[src/rtl/adder_rr_scheduler_pkg.sv]
// Shared types for the round-robin adder scheduler: tag entries that ride
// alongside each in-flight adder operation.
package adder_sched_pkg;
    localparam int DATA_W = 32;
    // Wide enough for the largest supported requester count (8).
    localparam int TAG_W  = 3;

    typedef logic [TAG_W-1:0] tag_t;

    typedef struct packed {
        logic valid;
        tag_t tag;
    } tag_entry_t;
endpackage

[src/rtl/adder_rr_scheduler_rr_arbiter.sv]
// Round-robin arbiter: search starts one past the last granted index, and
// the pointer moves only when a grant is taken.
module rr_arbiter #(
    parameter int N_REQ = 4,
    localparam int IDX_W = $clog2(N_REQ)
) (
    input  logic             clk,
    input  logic             rstn,
    input  logic [N_REQ-1:0] elig,
    input  logic             advance,
    output logic [N_REQ-1:0] gnt,
    output logic [IDX_W-1:0] gnt_idx
);
    logic [IDX_W-1:0] last_q, last_d;
    logic [IDX_W-1:0] cand;
    logic             found;

    always_comb begin
        gnt     = '0;
        gnt_idx = '0;
        cand    = '0;
        found   = 1'b0;
        for (int i = 0; i < N_REQ; i++) begin
            cand = IDX_W'((int'(last_q) + 1 + i) % N_REQ);
            if (!found && elig[cand]) begin
                found       = 1'b1;
                gnt[cand]   = 1'b1;
                gnt_idx     = cand;
            end
        end
    end

    always_comb begin
        last_d = last_q;
        if (advance) last_d = gnt_idx;
    end

    // Reset to the top index so requester 0 wins the first arbitration.
    always_ff @(posedge clk or negedge rstn) begin
        if (!rstn) last_q <= IDX_W'(N_REQ - 1);
        else       last_q <= last_d;
    end
endmodule

[src/rtl/adder_rr_scheduler.sv]
// Shares one pipelined adder among N_REQ requesters: issue register, tag
// delay line, per-requester outstanding counters and the return register.
module adder_rr_scheduler
    import adder_sched_pkg::*;
#(
    parameter int N_REQ   = 4,
    parameter int ADD_LAT = 5,
    parameter int MAX_OUT = 3
) (
    input  logic                           clk,
    input  logic                           rstn,
    input  logic [N_REQ-1:0]               req,
    input  logic [N_REQ-1:0][DATA_W-1:0]   req_a,
    input  logic [N_REQ-1:0][DATA_W-1:0]   req_b,
    input  logic [N_REQ-1:0]               req_cin,
    output logic [N_REQ-1:0]               gnt,
    output logic [DATA_W-1:0]              add_a,
    output logic [DATA_W-1:0]              add_b,
    output logic                           add_cin,
    output logic                           add_valid_in,
    input  logic [DATA_W-1:0]              add_s,
    input  logic                           add_cout,
    input  logic                           add_valid_out,
    output logic [N_REQ-1:0]               rsp_valid,
    output logic [DATA_W-1:0]              rsp_s,
    output logic                           rsp_cout,
    output logic                           busy,
    output logic                           err_orphan
);
    localparam int IDX_W = $clog2(N_REQ);
    localparam int CNT_W = 3;

    logic [N_REQ-1:0]               elig;
    logic [IDX_W-1:0]               gnt_idx;
    logic                           gnt_any;

    logic [DATA_W-1:0]              add_a_q, add_a_d, add_b_q, add_b_d;
    logic                           add_cin_q, add_cin_d;
    logic                           add_valid_in_q, add_valid_in_d;
    tag_entry_t [ADD_LAT:0]         tag_pipe_q, tag_pipe_d;
    tag_entry_t                     head;
    logic [N_REQ-1:0]               dec_q, dec_d;
    logic [N_REQ-1:0]               rsp_valid_q, rsp_valid_d;
    logic [DATA_W-1:0]              rsp_s_q, rsp_s_d;
    logic                           rsp_cout_q, rsp_cout_d;
    logic                           err_orphan_q, err_orphan_d;
    logic [N_REQ-1:0][CNT_W-1:0]    out_cnt_q, out_cnt_d;

    // Registered counts gate eligibility; gating with rstn keeps gnt low in reset.
    always_comb begin
        elig = '0;
        for (int i = 0; i < N_REQ; i++)
            elig[i] = rstn && req[i] && (out_cnt_q[i] != CNT_W'(MAX_OUT));
    end

    rr_arbiter #(.N_REQ(N_REQ)) u_arb (
        .clk     (clk),
        .rstn    (rstn),
        .elig    (elig),
        .advance (gnt_any),
        .gnt     (gnt),
        .gnt_idx (gnt_idx)
    );

    assign gnt_any = |gnt;
    // Entry 0 travels with add_valid_in; entry ADD_LAT lines up with add_valid_out.
    assign head    = tag_pipe_q[ADD_LAT];

    always_comb begin
        add_a_d        = add_a_q;
        add_b_d        = add_b_q;
        add_cin_d      = add_cin_q;
        add_valid_in_d = gnt_any;
        if (gnt_any) begin
            add_a_d   = req_a[gnt_idx];
            add_b_d   = req_b[gnt_idx];
            add_cin_d = req_cin[gnt_idx];
        end

        tag_pipe_d[0].valid = gnt_any;
        tag_pipe_d[0].tag   = tag_t'(gnt_idx);
        for (int k = 1; k <= ADD_LAT; k++)
            tag_pipe_d[k] = tag_pipe_q[k-1];
    end

    // A head tag retires its requester whether or not the adder delivered a result.
    always_comb begin
        dec_d = '0;
        for (int i = 0; i < N_REQ; i++)
            dec_d[i] = head.valid && (head.tag == tag_t'(i));
        rsp_valid_d  = add_valid_out ? dec_d : '0;
        rsp_s_d      = rsp_s_q;
        rsp_cout_d   = rsp_cout_q;
        if (add_valid_out && head.valid) begin
            rsp_s_d    = add_s;
            rsp_cout_d = add_cout;
        end
        err_orphan_d = err_orphan_q | (add_valid_out != head.valid);
    end

    // Decrement lands on the edge after the response, so the return cycle stays masked.
    always_comb begin
        out_cnt_d = out_cnt_q;
        for (int i = 0; i < N_REQ; i++) begin
            if (gnt[i] && !(dec_q[i] && out_cnt_q[i] != '0))
                out_cnt_d[i] = out_cnt_q[i] + 1'b1;
            else if (!gnt[i] && dec_q[i] && out_cnt_q[i] != '0)
                out_cnt_d[i] = out_cnt_q[i] - 1'b1;
        end
    end

    always_ff @(posedge clk or negedge rstn) begin
        if (!rstn) begin
            add_a_q        <= '0;
            add_b_q        <= '0;
            add_cin_q      <= 1'b0;
            add_valid_in_q <= 1'b0;
            tag_pipe_q     <= '0;
            dec_q          <= '0;
            rsp_valid_q    <= '0;
            rsp_s_q        <= '0;
            rsp_cout_q     <= 1'b0;
            err_orphan_q   <= 1'b0;
            out_cnt_q      <= '0;
        end else begin
            add_a_q        <= add_a_d;
            add_b_q        <= add_b_d;
            add_cin_q      <= add_cin_d;
            add_valid_in_q <= add_valid_in_d;
            tag_pipe_q     <= tag_pipe_d;
            dec_q          <= dec_d;
            rsp_valid_q    <= rsp_valid_d;
            rsp_s_q        <= rsp_s_d;
            rsp_cout_q     <= rsp_cout_d;
            err_orphan_q   <= err_orphan_d;
            out_cnt_q      <= out_cnt_d;
        end
    end

    assign add_a        = add_a_q;
    assign add_b        = add_b_q;
    assign add_cin      = add_cin_q;
    assign add_valid_in = add_valid_in_q;
    assign rsp_valid    = rsp_valid_q;
    assign rsp_s        = rsp_s_q;
    assign rsp_cout     = rsp_cout_q;
    assign err_orphan   = err_orphan_q;
    assign busy         = |out_cnt_q;
endmodule

[config.mk]
export PLATFORM = sky130hd
export DESIGN_NAME = adder_rr_scheduler
export DESIGN_NICKNAME = d
export VERILOG_FILES = /design/src/rtl/adder_rr_scheduler_pkg.sv /design/src/rtl/adder_rr_scheduler_rr_arbiter.sv /design/src/rtl/adder_rr_scheduler.sv
export SDC_FILE = /design/constraint.sdc
export NUM_CORES = 1
export LEC_CHECK = 0
export ABC_AREA = 1
export BUFFER_PORTS_ARGS = -buffer_cell sky130_fd_sc_hd__buf_2
export CORE_AREA = 2 2 158 160
export CTS_CLUSTER_SIZE = 10
export DETAILED_ROUTE_END_ITERATION = 8
export DIE_AREA = 0 0 160 162
export GPL_ROUTABILITY_DRIVEN = 0
export PLACE_DENSITY = 0.68
export SETUP_SLACK_MARGIN = 0.2
export SYNTH_ARGS = -nofsm -noshare
export SYNTH_HDL_FRONTEND = slang
export SYNTH_HIERARCHICAL = 1
export SYNTH_SLANG_ARGS = --single-unit
[constraint.sdc]
create_clock -name clk -period 5.1 [get_ports clk]
set_clock_uncertainty 0.15 [all_clocks]
set_input_delay 1.53 -clock clk [delete_from_list [all_inputs] [get_ports clk]]
set_output_delay 1.53 -clock clk [all_outputs]
set_load 0.02 [all_outputs]
### Word-level counts from Yosys, hierarchy flattened

Cells that the tools add are included.

* register bits after elaboration: 139
* memory bits (read-only): 0
* latch bits: 0
* word-level logic and storage cells: 158
* memories: 0
* RAM bits: 0

* multipliers: 0
* reduce and logical (&&, ||, !) cells: 58
* equal/unequal tests: 8
* shifts and indexed selects: 0
* div/mod/pow operators: 0
* mux-type cells: 42
* magnitude comparators: 9
* add/sub/neg operators: 12
* bitwise gates (word level): 4

Operators with widths (count)
* $bmux W32 S2: 2
* $mux W32: 2
* $logic_and A1 B1 Y1: 36
* $mux W3: 8
* $mux W4: 5
* $lt A2 B3 Y1 const B: 5
* $add A3 B1 Y3 const B: 4
* $mux W1: 12
* $ne A3 B2 Y1 const B: 4
* $or A4 B4 Y4: 3
* $reduce_bool A3 Y1: 4
* $reduce_or A12 Y1: 1
* $sub A3 B1 Y3 const B: 4
* $logic_not A1 Y1: 11
* $bmux W1 S2: 5
* $demux W1 S2: 4
* $ge A2 B1 Y1 const B: 4
* $mux W2: 4
* $reduce_bool A2 Y1: 4
* $add A2 B1 Y2 const B: 2
* $add A2 B2 Y2 const B: 2
* $eq A2 B2 Y1 const B: 2
* $reduce_or A4 Y1: 1
* $logic_not A3 Y1: 1
* 3 further kinds: 3

### Depth between registers and ports, before layout

Gate-level depths: netlist of the first run.

* word-level depth: 19
* depth in mapped cells: 21

### Hierarchy

Netlist of the first run, hierarchy kept.

Modules (own cells, without submodules)
* adder_rr_scheduler: cells an instance 1005, instances 1, area an instance 7443.4 um^2
* rr_arbiter: cells an instance 92, instances 1, area an instance 553.0 um^2

### Worst setup path before layout of the first run

Ideal clock, no wire load.

* path type: input -> output
* start point: in req[2]
* end point: out gnt[0]
* arrival time: 2.644 ns
* buffers on the path: 0
* setup slack: 0.776 ns
* cell stages on the path: 9
* required time: 3.420 ns
* path through: nand2_1 a31oi_1 nand2_1 o21ai_2 nand2_2 nand2_4 nor2_4 a22oi_1 nand3_1

* word-level cells in the longest chain between the ends: 14

RTL lines
* start, declared: line adder_rr_scheduler.sv:12 `input logic [N_REQ-1:0] req,`
* $logic_and A1 B1 Y1 * (2 in a row): line adder_rr_scheduler.sv:53 `elig[i] = rstn && req[i] && (out_cnt_q[i] != CNT_W'(MAX_OUT));`
* via elig[2]: line adder_rr_scheduler.sv:33 `logic [N_REQ-1:0] elig;`
* $bmux W1 S2: line adder_rr_scheduler_rr_arbiter.sv:25 `if (!found && elig[cand]) begin`
* $mux W1 (not written as such): line adder_rr_scheduler_rr_arbiter.sv:25
* $mux W1: line adder_rr_scheduler_rr_arbiter.sv:25
* $logic_not A1 Y1: line adder_rr_scheduler_rr_arbiter.sv:25
* $logic_and A1 B1 Y1: line adder_rr_scheduler_rr_arbiter.sv:25
* $mux W1: line adder_rr_scheduler_rr_arbiter.sv:25
* $logic_not A1 Y1: line adder_rr_scheduler_rr_arbiter.sv:25
* $logic_and A1 B1 Y1: line adder_rr_scheduler_rr_arbiter.sv:25
* $mux W1: line adder_rr_scheduler_rr_arbiter.sv:25
* $logic_not A1 Y1: line adder_rr_scheduler_rr_arbiter.sv:25
* $logic_and A1 B1 Y1: line adder_rr_scheduler_rr_arbiter.sv:25
* $mux W4 *: line adder_rr_scheduler_rr_arbiter.sv:25
* end, declared: line adder_rr_scheduler.sv:16 `output logic [N_REQ-1:0] gnt,`

Mark *: on every way through the listed nets, which the timed path passes. The rest lies on a longest branch. The select of a mux whose other input is x is not followed.

### Final worst setup path of the first run

* start point: in rstn
* end point: out gnt[1]

* word-level cells in the longest chain between the ends: 14

RTL lines
* start, declared: line adder_rr_scheduler.sv:11 `input logic rstn,`
* $logic_and A1 B1 Y1 * (2 in a row): line adder_rr_scheduler.sv:53
* via elig[1]: line adder_rr_scheduler.sv:33
* $bmux W1 S2: line adder_rr_scheduler_rr_arbiter.sv:25
* $mux W1 (not written as such): line adder_rr_scheduler_rr_arbiter.sv:25
* $mux W1: line adder_rr_scheduler_rr_arbiter.sv:25
* $logic_not A1 Y1: line adder_rr_scheduler_rr_arbiter.sv:25
* $logic_and A1 B1 Y1: line adder_rr_scheduler_rr_arbiter.sv:25
* $mux W1: line adder_rr_scheduler_rr_arbiter.sv:25
* $logic_not A1 Y1: line adder_rr_scheduler_rr_arbiter.sv:25
* $logic_and A1 B1 Y1: line adder_rr_scheduler_rr_arbiter.sv:25
* $mux W1: line adder_rr_scheduler_rr_arbiter.sv:25
* $logic_not A1 Y1: line adder_rr_scheduler_rr_arbiter.sv:25
* $logic_and A1 B1 Y1: line adder_rr_scheduler_rr_arbiter.sv:25
* $mux W4 *: line adder_rr_scheduler_rr_arbiter.sv:25

Marked as above.

==> results.md, run 1 <==
| Stage | Result | Reported |
|:---|:---|:---|
| grt | Initial antenna violation count | 3 |
| critical path | Startpoint-to-endpoint class of the critical path | in -> out |
| cells and area | Post-layout net count | 1786 |
| placement | Post-DP HPWL | 19.9 mm |
| cells and area | Finished Core Util | 45.1% |
| power and ir drop | Pwr Density | 932 nW/um^2 |
| sta | Final number of max-transition violations | 0 |
| cts | Number of clock sinks seen by CTS | 139 |
| sta | Final setup TNS | 0 ns |
| power and ir drop | Leakage power figure | 5.88 nW |
| logic synthesis | Syn_nets | 1408 |
| critical path | Worst endpoint required time | 3.42 ns |
| cells and area | Share of layout cells above drive strength 1 | 34.5% |
| drt | Post-DR vias/cell | 4.64 |
| logic synthesis | Area of the mapped netlist | 8000 sq um |
| floorplanning | Number of placed I/O pins | 409 |
| grt | Total routing resource utilization after global routing | 20.7% |
| drt | DRT iter0 DRCs | 515 |
| sta | RSZ-0062 raised after global routing | no |
| critical path | Critical path data arrival time | 3.05 ns |
| drt | DRC violation count after routing | 0 |
| floorplanning | Initial Util | 33.2% |
| logic synthesis | Distinct cell type count after synthesis | 30 |
| sta | Worst hold margin | 0.191 ns |
| cts | Total setup buffers inserted after CTS | 0 |
| grt | GRT overflow | 0 |
| critical path | Slowest stage delay, CP | 0.19 ns |
| floorplanning | Y dimension of the die | 162 microns |
| cts | CTS H-Tree Depth | 4 |
| grt | Largest net degree at the start of global routing | 135 |
| cts | TritonCTS clock tree | yes |
| cts | Longest Clk Path Bufs | 2 |
| cells and area | Most frequent standard cell in the layout excluding fill and tap cells | buf_2 |
| logic synthesis | Register area share after synthesis | 43.5% |
| logic synthesis | Cell types with the largest area share after synthesis | dfrtp_1, nor2_1, nand2_1 |
| sta | Achievable Freq | 0.212 GHz |
| cts | Register clock-pin slew on the reported worst setup and hold paths | 0.07 ns |
| logic synthesis | Flops & latches, synth | 139 |
| cts | Clock buffers created by TritonCTS | 17 |
| sta | Post-route clock period utilization | 92.7% |
| logic synthesis | Synthesized instance count | 1097 |
| sta | Max_slew headroom | 45.7% |
| floorplanning | Die footprint | 25900 sq um |
| grt | Number of global-route vias before repair | 8238 |
| power and ir drop | Worst voltage drop across the vdd grid | 0.000717 V |
| job | # Max-Cap Violations | 0 |
| cts | Insertion delay of the later-clocked pin in the worst-skew pair | 0.41 ns |
| logic synthesis | Mean Syn Cell Area | 7.29 sq um |
| placement | IO Port Bufs | 408 |
| critical path | Worst path slowest cell | a31oi_2 |
| cells and area | Total area of multi-input combinational cells | 3750 sq um |
| sta | Worst Max-Slew Pin Slew | 0.815 ns |
| floorplanning | Site Rows | 57 |
| floorplanning | Horizontal extent of the die | 160 microns |
| drt | Pre-antenna DRT Iters | 5 |
| cts | CTS root buf | clkbuf_16 |
| worst hold path | Hold Path Class | reg -> reg |
| run status | Status | finished, final reports clean |
| drt | Antenna-violating nets left | 0 |
| cells and area | Highest-count cells in the layout ignoring fill and taps | buf_2, nor2_1, nand2_1, o21ai_1, dfrtp_1 |
| logic synthesis | Warning count from the yosys run | 6 |
| cells and area | Count of fill cells added during filler insertion | 2498 |
| critical path | Crit path launch type | input port |
| drt | Routed wire length per instance | 14.8 microns |
| floorplanning | Core box area | 24100 sq um |
| sta | Minimum period implied by the final worst setup slack | 4.73 ns |
| logic synthesis | Fraction of post-synthesis cell area in the top cell type by area | 42.9% |
| sta | Hold violation total from the final report | 0 |
| drt | Routed wire length | 26.8 mm |
| logic synthesis | Cell taking the most area after synthesis | dfrtp_1 |
| cells and area | Area delta synth->final | 36.1% |
| power and ir drop | Final total power | 10.1 mW |
| critical path | Cell-by-cell trace of the critical path | buf_12 > nand2_1 > a31oi_2 > inv_1 > o21ai_2 > nand2_2 > nand2_4 > nor2_4 > a22oi_1 > nand3_1 > buf_4 |
| cells and area | Sequential standard cell area | 3480 sq um |
| grt | Wire length of the first global-routing pass | 42.4 mm |
| sta | Total setup violations reported at the end of the flow | 0 |
| critical path | Critical path fanouts, max | 29 |
| critical path | CP endpoint kind | output pin |
| drt | DR vias | 8421 |
-- cell usage after synthesis, drive strengths merged --
cell	count
nor2	272
buf	52
a31oi	4
or2	1
mux2	33
dfstp	2
nand3	23
fa	4
a21oi	1
ha	7
dfrtp	137
clkbuf	10
inv	109
nand2	230
nand4	2
and2	1
o21ai	197
nor4	4
nor3	4
a22oi	4
-- where the power goes --
part / leakage, nW / internal [mW] / switching, mW
Clock: 0.290 / 0.701 / 0.558
Combinational: 3.92 / 2.30 / 4.52
Sequential: 1.68 / 1.75 / 0.310
-- critical path, delay by kind of cell --
family | cells | cell delay (ns)
AO/OA/AOI/OAI | 3 | 0.51
AND/OR/NAND/NOR | 5 | 0.54
buffers and inverters | 3 | 0.45
-- final timing paths --
path	start	to	slack [ns]	cells after the start
max in group asynchronous	rstn	add_cin$_DFFE_PN0P_	3.12	2
min reg2reg	tag_pipe_d[19]$_DFF_PN0_	tag_pipe_d[23]$_DFF_PN0_	0.19	0
min	tag_pipe_d[19]$_DFF_PN0_	tag_pipe_d[23]$_DFF_PN0_	0.19	0
max reg2reg	u_arb/last_q[0]$_DFFE_PN1P_	add_b[24]$_DFFE_PN0P_	1.68	15
max	rstn	gnt[1]	0.37	11
min in group asynchronous	rstn	rsp_s[11]$_DFFE_PN0P_	0.78	1
-- stage by stage --
step                      instances  worst slack [ns]  area, sq um
final                          1813             0.374        10900
after global routing           1813             0.207        10900
after CTS                      1812             0.282        10900
after detailed placement       1780             0.207        10200
after global placement         1780             0.343        10200
after floorplan                1097             0.776         8000
-- kinds of logic (layout without fill, tap and decap cells) --
group / Yosys count / count (layout) / share of synthesized area, %
mux: 33 / 33 / 4.65
flops: 139 / 139 / 43.5
buf+inv: 171 / 562 / 9.97
other cells: 0 / 1 / 0
fa+ha+maj: 11 / 11 / 2.10
simple gates: 537 / 537 / 26.6
compound gates: 206 / 206 / 13.2
-- state kept, by name, summed over array words and instances, names as in the netlist --
name	cells
dec_q	4
rsp_s	32
tag_pipe_d	15
rsp_cout	1
u_arb/last_q	2
out_cnt_q	12
head	3
err_orphan	1
add_cin	1
add_a	32
rsp_valid	4
add_b	32
-- routing by layer --
metal | wire length [microns] | GRT usage (%) | vias to the layer above
li1 | - | - | 4217
met1 | 11200 | 24.9 | 3834
met2 | 12800 | 35.4 | 338
met3 | 2340 | 7.00 | 30
met4 | 480 | 5.61 | 2
met5 | 17 | 0 | -
-- final cells by class --
cell class                 count  area share, %
clock inverter                15           1.64
timing repair buffer         421           20.4
multi-input combinational    787           34.5
clock buffer                  17           3.91
tap                          324           3.73
antenna                        1         0.0230
inverter                     109           3.81
sequential                   139           32.0
-- timing repair --
action,CTS,global route
pin swaps,0,0
resized for setup,1,5
gates cloned,0,0
endpoints found under the setup margin,1,4
hold buffers,0,0
(Power assumes the default switching activity.)
==> run 2, diff against run 1 <==
RECOVER_POWER = 25   (was not set)
clock period = 4.7 ns   (was 5.1 ns; I/O delays follow)
==> results.md, run 2 (synthesized netlist as in run 1, its figures left out) <==
| Stage | Result | Reported | Delta |
|:---|:---|:---|:---|
| run status | Status | complete, but fails checks | was finished, final reports clean |
| run status | Failing checks | capacitance limit, slew limit |  |
| cts | Insertion delay of the later-clocked pin in the worst-skew pair | 0.41 ns | about the same |
| sta | Minimum period implied by the final worst setup slack | 4.48 ns |  |
| critical path | Critical path fanouts, max | 16 | was 29 |
| cells and area | Highest-count cells in the layout ignoring fill and taps | buf_2, nor2_1, nand2_1, o21ai_1, dfrtp_1 | unchanged |
| sta | Final number of max-transition violations | 79 | was 0 |
| cts | CTS root buf | clkbuf_16 | unchanged |
| power and ir drop | Worst voltage drop across the vdd grid | 0.000975 V | was 0.000717 V |
| floorplanning | Die footprint | 25900 sq um | unchanged |
| power and ir drop | Final total power | 11.0 mW | was 10.1 mW |
| grt | Number of global-route vias before repair | 7971 | was 8238 |
| placement | Post-DP HPWL | 19.8 mm | was 19.9 mm |
| critical path | Cell type group with the largest total delay on the critical path | compound AO/OA/AOI/OAI gates | was simple AND/OR/NAND/NOR gates |
| sta | Post-route clock period utilization | 95.4% |  |
| floorplanning | Core box area | 24100 sq um | unchanged |
| critical path | Slowest stage delay, CP | 0.20 ns | was 0.19 ns |
| sta | RSZ-0062 raised after global routing | no | unchanged |
| worst hold path | Terminating pin of the worst hold path | tag_pipe_d[12]$_DFF_PN0_ | was tag_pipe_d[23]$_DFF_PN0_ |
| grt | Largest net degree at the start of global routing | 132 | was 135 |
| cells and area | Final instance area | 10900 sq um | about the same |
| cells and area | Share of layout cells above drive strength 1 | 34.9% | was 34.5% |
| sta | Worst Max-Slew Pin Slew | 2.32 ns | was 0.815 ns |
| cells and area | Count of fill cells added during filler insertion | 2481 | was 2498 |
| drt | Metal3 WL | 2.55 mm | was 2.34 mm |
| grt | GRT overflow | 0 | unchanged |
| drt | DRC violation count after routing | 0 | unchanged |
| critical path | Critical register-to-register path endpoint | add_b[0]$_DFFE_PN0P_ | was add_b[24]$_DFFE_PN0P_ |
| critical path | CP endpoint kind | output pin | unchanged |
| floorplanning | Site Rows | 57 | unchanged |
| grt | Total routing resource utilization after global routing | 20.2% | was 20.7% |
| critical path | Source of the worst register-to-register timing path | u_arb/last_q[0]$_DFFE_PN1P_ | unchanged |
| cts | Register clock-pin slew on the reported worst setup and hold paths | 0.07 ns | about the same |
| drt | DR vias | 8371 | was 8421 |
| cts | Clock buffers created by TritonCTS | 17 | unchanged |
| drt | Antenna-violating nets left | 0 | unchanged |
| sta | Total setup violations reported at the end of the flow | 0 | unchanged |
| power and ir drop | Pwr Density | 1010 nW/um^2 | was 932 nW/um^2 |
| critical path | Slack of the worst reg-to-reg path | 1.13 ns | was 1.68 ns |
| cells and area | Post-layout net count | 1792 | was 1786 |
| drt | Post-DR vias/cell | 4.60 | was 4.64 |
| cells and area | Area delta synth->final | 36.7% | was 36.1% |
| drt | DRT met1 WL | 10.9 mm | was 11.2 mm |
| floorplanning | Initial Util | 33.2% | unchanged |
| cts | Longest Clk Path Bufs | 2 | unchanged |
| drt | DRT iter0 DRCs | 505 | was 515 |
| placement | IO Port Bufs | 408 | unchanged |
| cts | CTS H-Tree Depth | 4 | unchanged |
| cells and area | Most frequent standard cell in the layout excluding fill and tap cells | buf_2 | unchanged |
| critical path | Crit path launch type | input port | unchanged |
| sta | Achievable Freq | 0.223 GHz |  |
| cts | TritonCTS clock tree | yes | unchanged |
| floorplanning | Horizontal extent of the die | 160 microns | unchanged |
| job | # Max-Cap Violations | 2 | was 0 |
| critical path | Critical path data arrival time | 2.92 ns | was 3.05 ns |
| sta | Hold violation total from the final report | 0 | unchanged |
| sta | Max_slew headroom | -54.5% | was 45.7% |
| cts | Number of clock sinks seen by CTS | 139 | unchanged |
| cts | CTS Hold Bufs | 0 | unchanged |
| critical path | Startpoint-to-endpoint class of the critical path | in -> out | unchanged |
| cells and area | ANT cells | 0 | was 1 |
| grt | Wire length of the first global-routing pass | 41.5 mm | was 42.4 mm |
| sta | Final setup TNS | 0 ns | unchanged |
| critical path | Buffer and inverter count on the worst path | 3 | unchanged |
| worst hold path | Hold Path Class | reg -> reg | unchanged |
| worst hold path | Source of the worst hold timing path | tag_pipe_d[8]$_DFF_PN0_ | was tag_pipe_d[19]$_DFF_PN0_ |
| critical path | Cell-by-cell trace of the critical path | buf_8 > nand2_1 > a31oi_4 > inv_2 > o21ai_4 > nand2_2 > nand2_4 > nor2_4 > a22oi_1 > nand3_1 > buf_2 | was buf_12 > nand2_1 > a31oi_2 > inv_1 > o21ai_2 > nand2_2 > nand2_4 > nor2_4 > a22oi_1 > nand3_1 > buf_4 |
| drt | Routed wire length | 26.6 mm | was 26.8 mm |
| critical path | Worst path slowest cell | a22oi_1 | was a31oi_2 |
| power and ir drop | Leakage power figure | 5.91 nW | was 5.88 nW |
| floorplanning | Y dimension of the die | 162 microns | unchanged |
| drt | WL met2 | 12.6 mm | was 12.8 mm |
| grt | Initial antenna violation count | 1 | was 3 |
| placement | Placement Cell Area | 10200 sq um | about the same |
| drt | Routed wire length per instance | 14.6 microns | was 14.8 microns |
| critical path | R2r worst-path depth | 14 | was 15 |
| critical path | Worst endpoint required time | 3.14 ns | was 3.42 ns |
| drt | Pre-antenna DRT Iters | 5 | unchanged |
| floorplanning | Number of placed I/O pins | 409 | unchanged |
| worst hold path | Number of stages on the worst hold path | 0 | unchanged |
| drt | Max layer used | met5 | unchanged |
run 2: cell types whose count changed in the layout (fill, tap and decap cells not counted), sizes merged:
cell,delta
buf,+3
diode,-1
clkinv,-1
inv,+2
clkbuf,+4
clkinvlp,-2
run 2: area by class of cell:
type	instances	area (sq um)	share of cell area, %
inverters	109	414	3.79
flip-flops and latches	139	3480	31.8
repair buffers	427	2240	20.5
well taps	324	405	3.71
multi-input cells	787	3800	34.7
clock inverters	14	154	1.41
clock buffers	18	439	4.02
run 2: worst max path at each step:
stage	from	to	slack, ns	cells after the start
floorplan	req[2]	gnt[2]	0.62	9
global placement	rstn	gnt[1]	0.26	13
detailed placement	rstn	gnt[1]	0.08	11
CTS	rstn	gnt[1]	0.23	11
global route	rstn	gnt[3]	0.16	13
finish	rstn	gnt[1]	0.22	11
run 2: what timing repair did:
action	in CTS	in global routing
resized for setup	3	11
setup endpoints to repair	4	4
pin swaps	0	5
buffers inserted	0	6
run 2: per-layer routing:
metal	vias up	GRT usage [%]
met3	36	7.61
li1	4225	-
met1	3774	23.8
met2	334	34.4
met5	-	0
met4	2	5.98
run 2: where the power goes:
part           switching [mW]  leakage [nW]  total [mW]  internal, mW
sequential              0.342          1.68        2.24          1.90
combinational            4.90          3.94        7.42          2.53
clock                   0.587         0.297        1.36         0.770
run 2: through the flow:
step / utilization [%] / cells / hold WS, ns / setup slack [ns]
after global routing: 45.3 / 1818 / 0.202 / 0.160
after detailed placement: 42.4 / 1780 / 0.186 / 0.0826
final: 45.3 / 1818 / 0.188 / 0.216
after global placement: 42.4 / 1780 / 0.181 / 0.262
after CTS: 45.0 / 1812 / 0.190 / 0.229
after floorplan: - / 1097 / 0.181 / 0.616
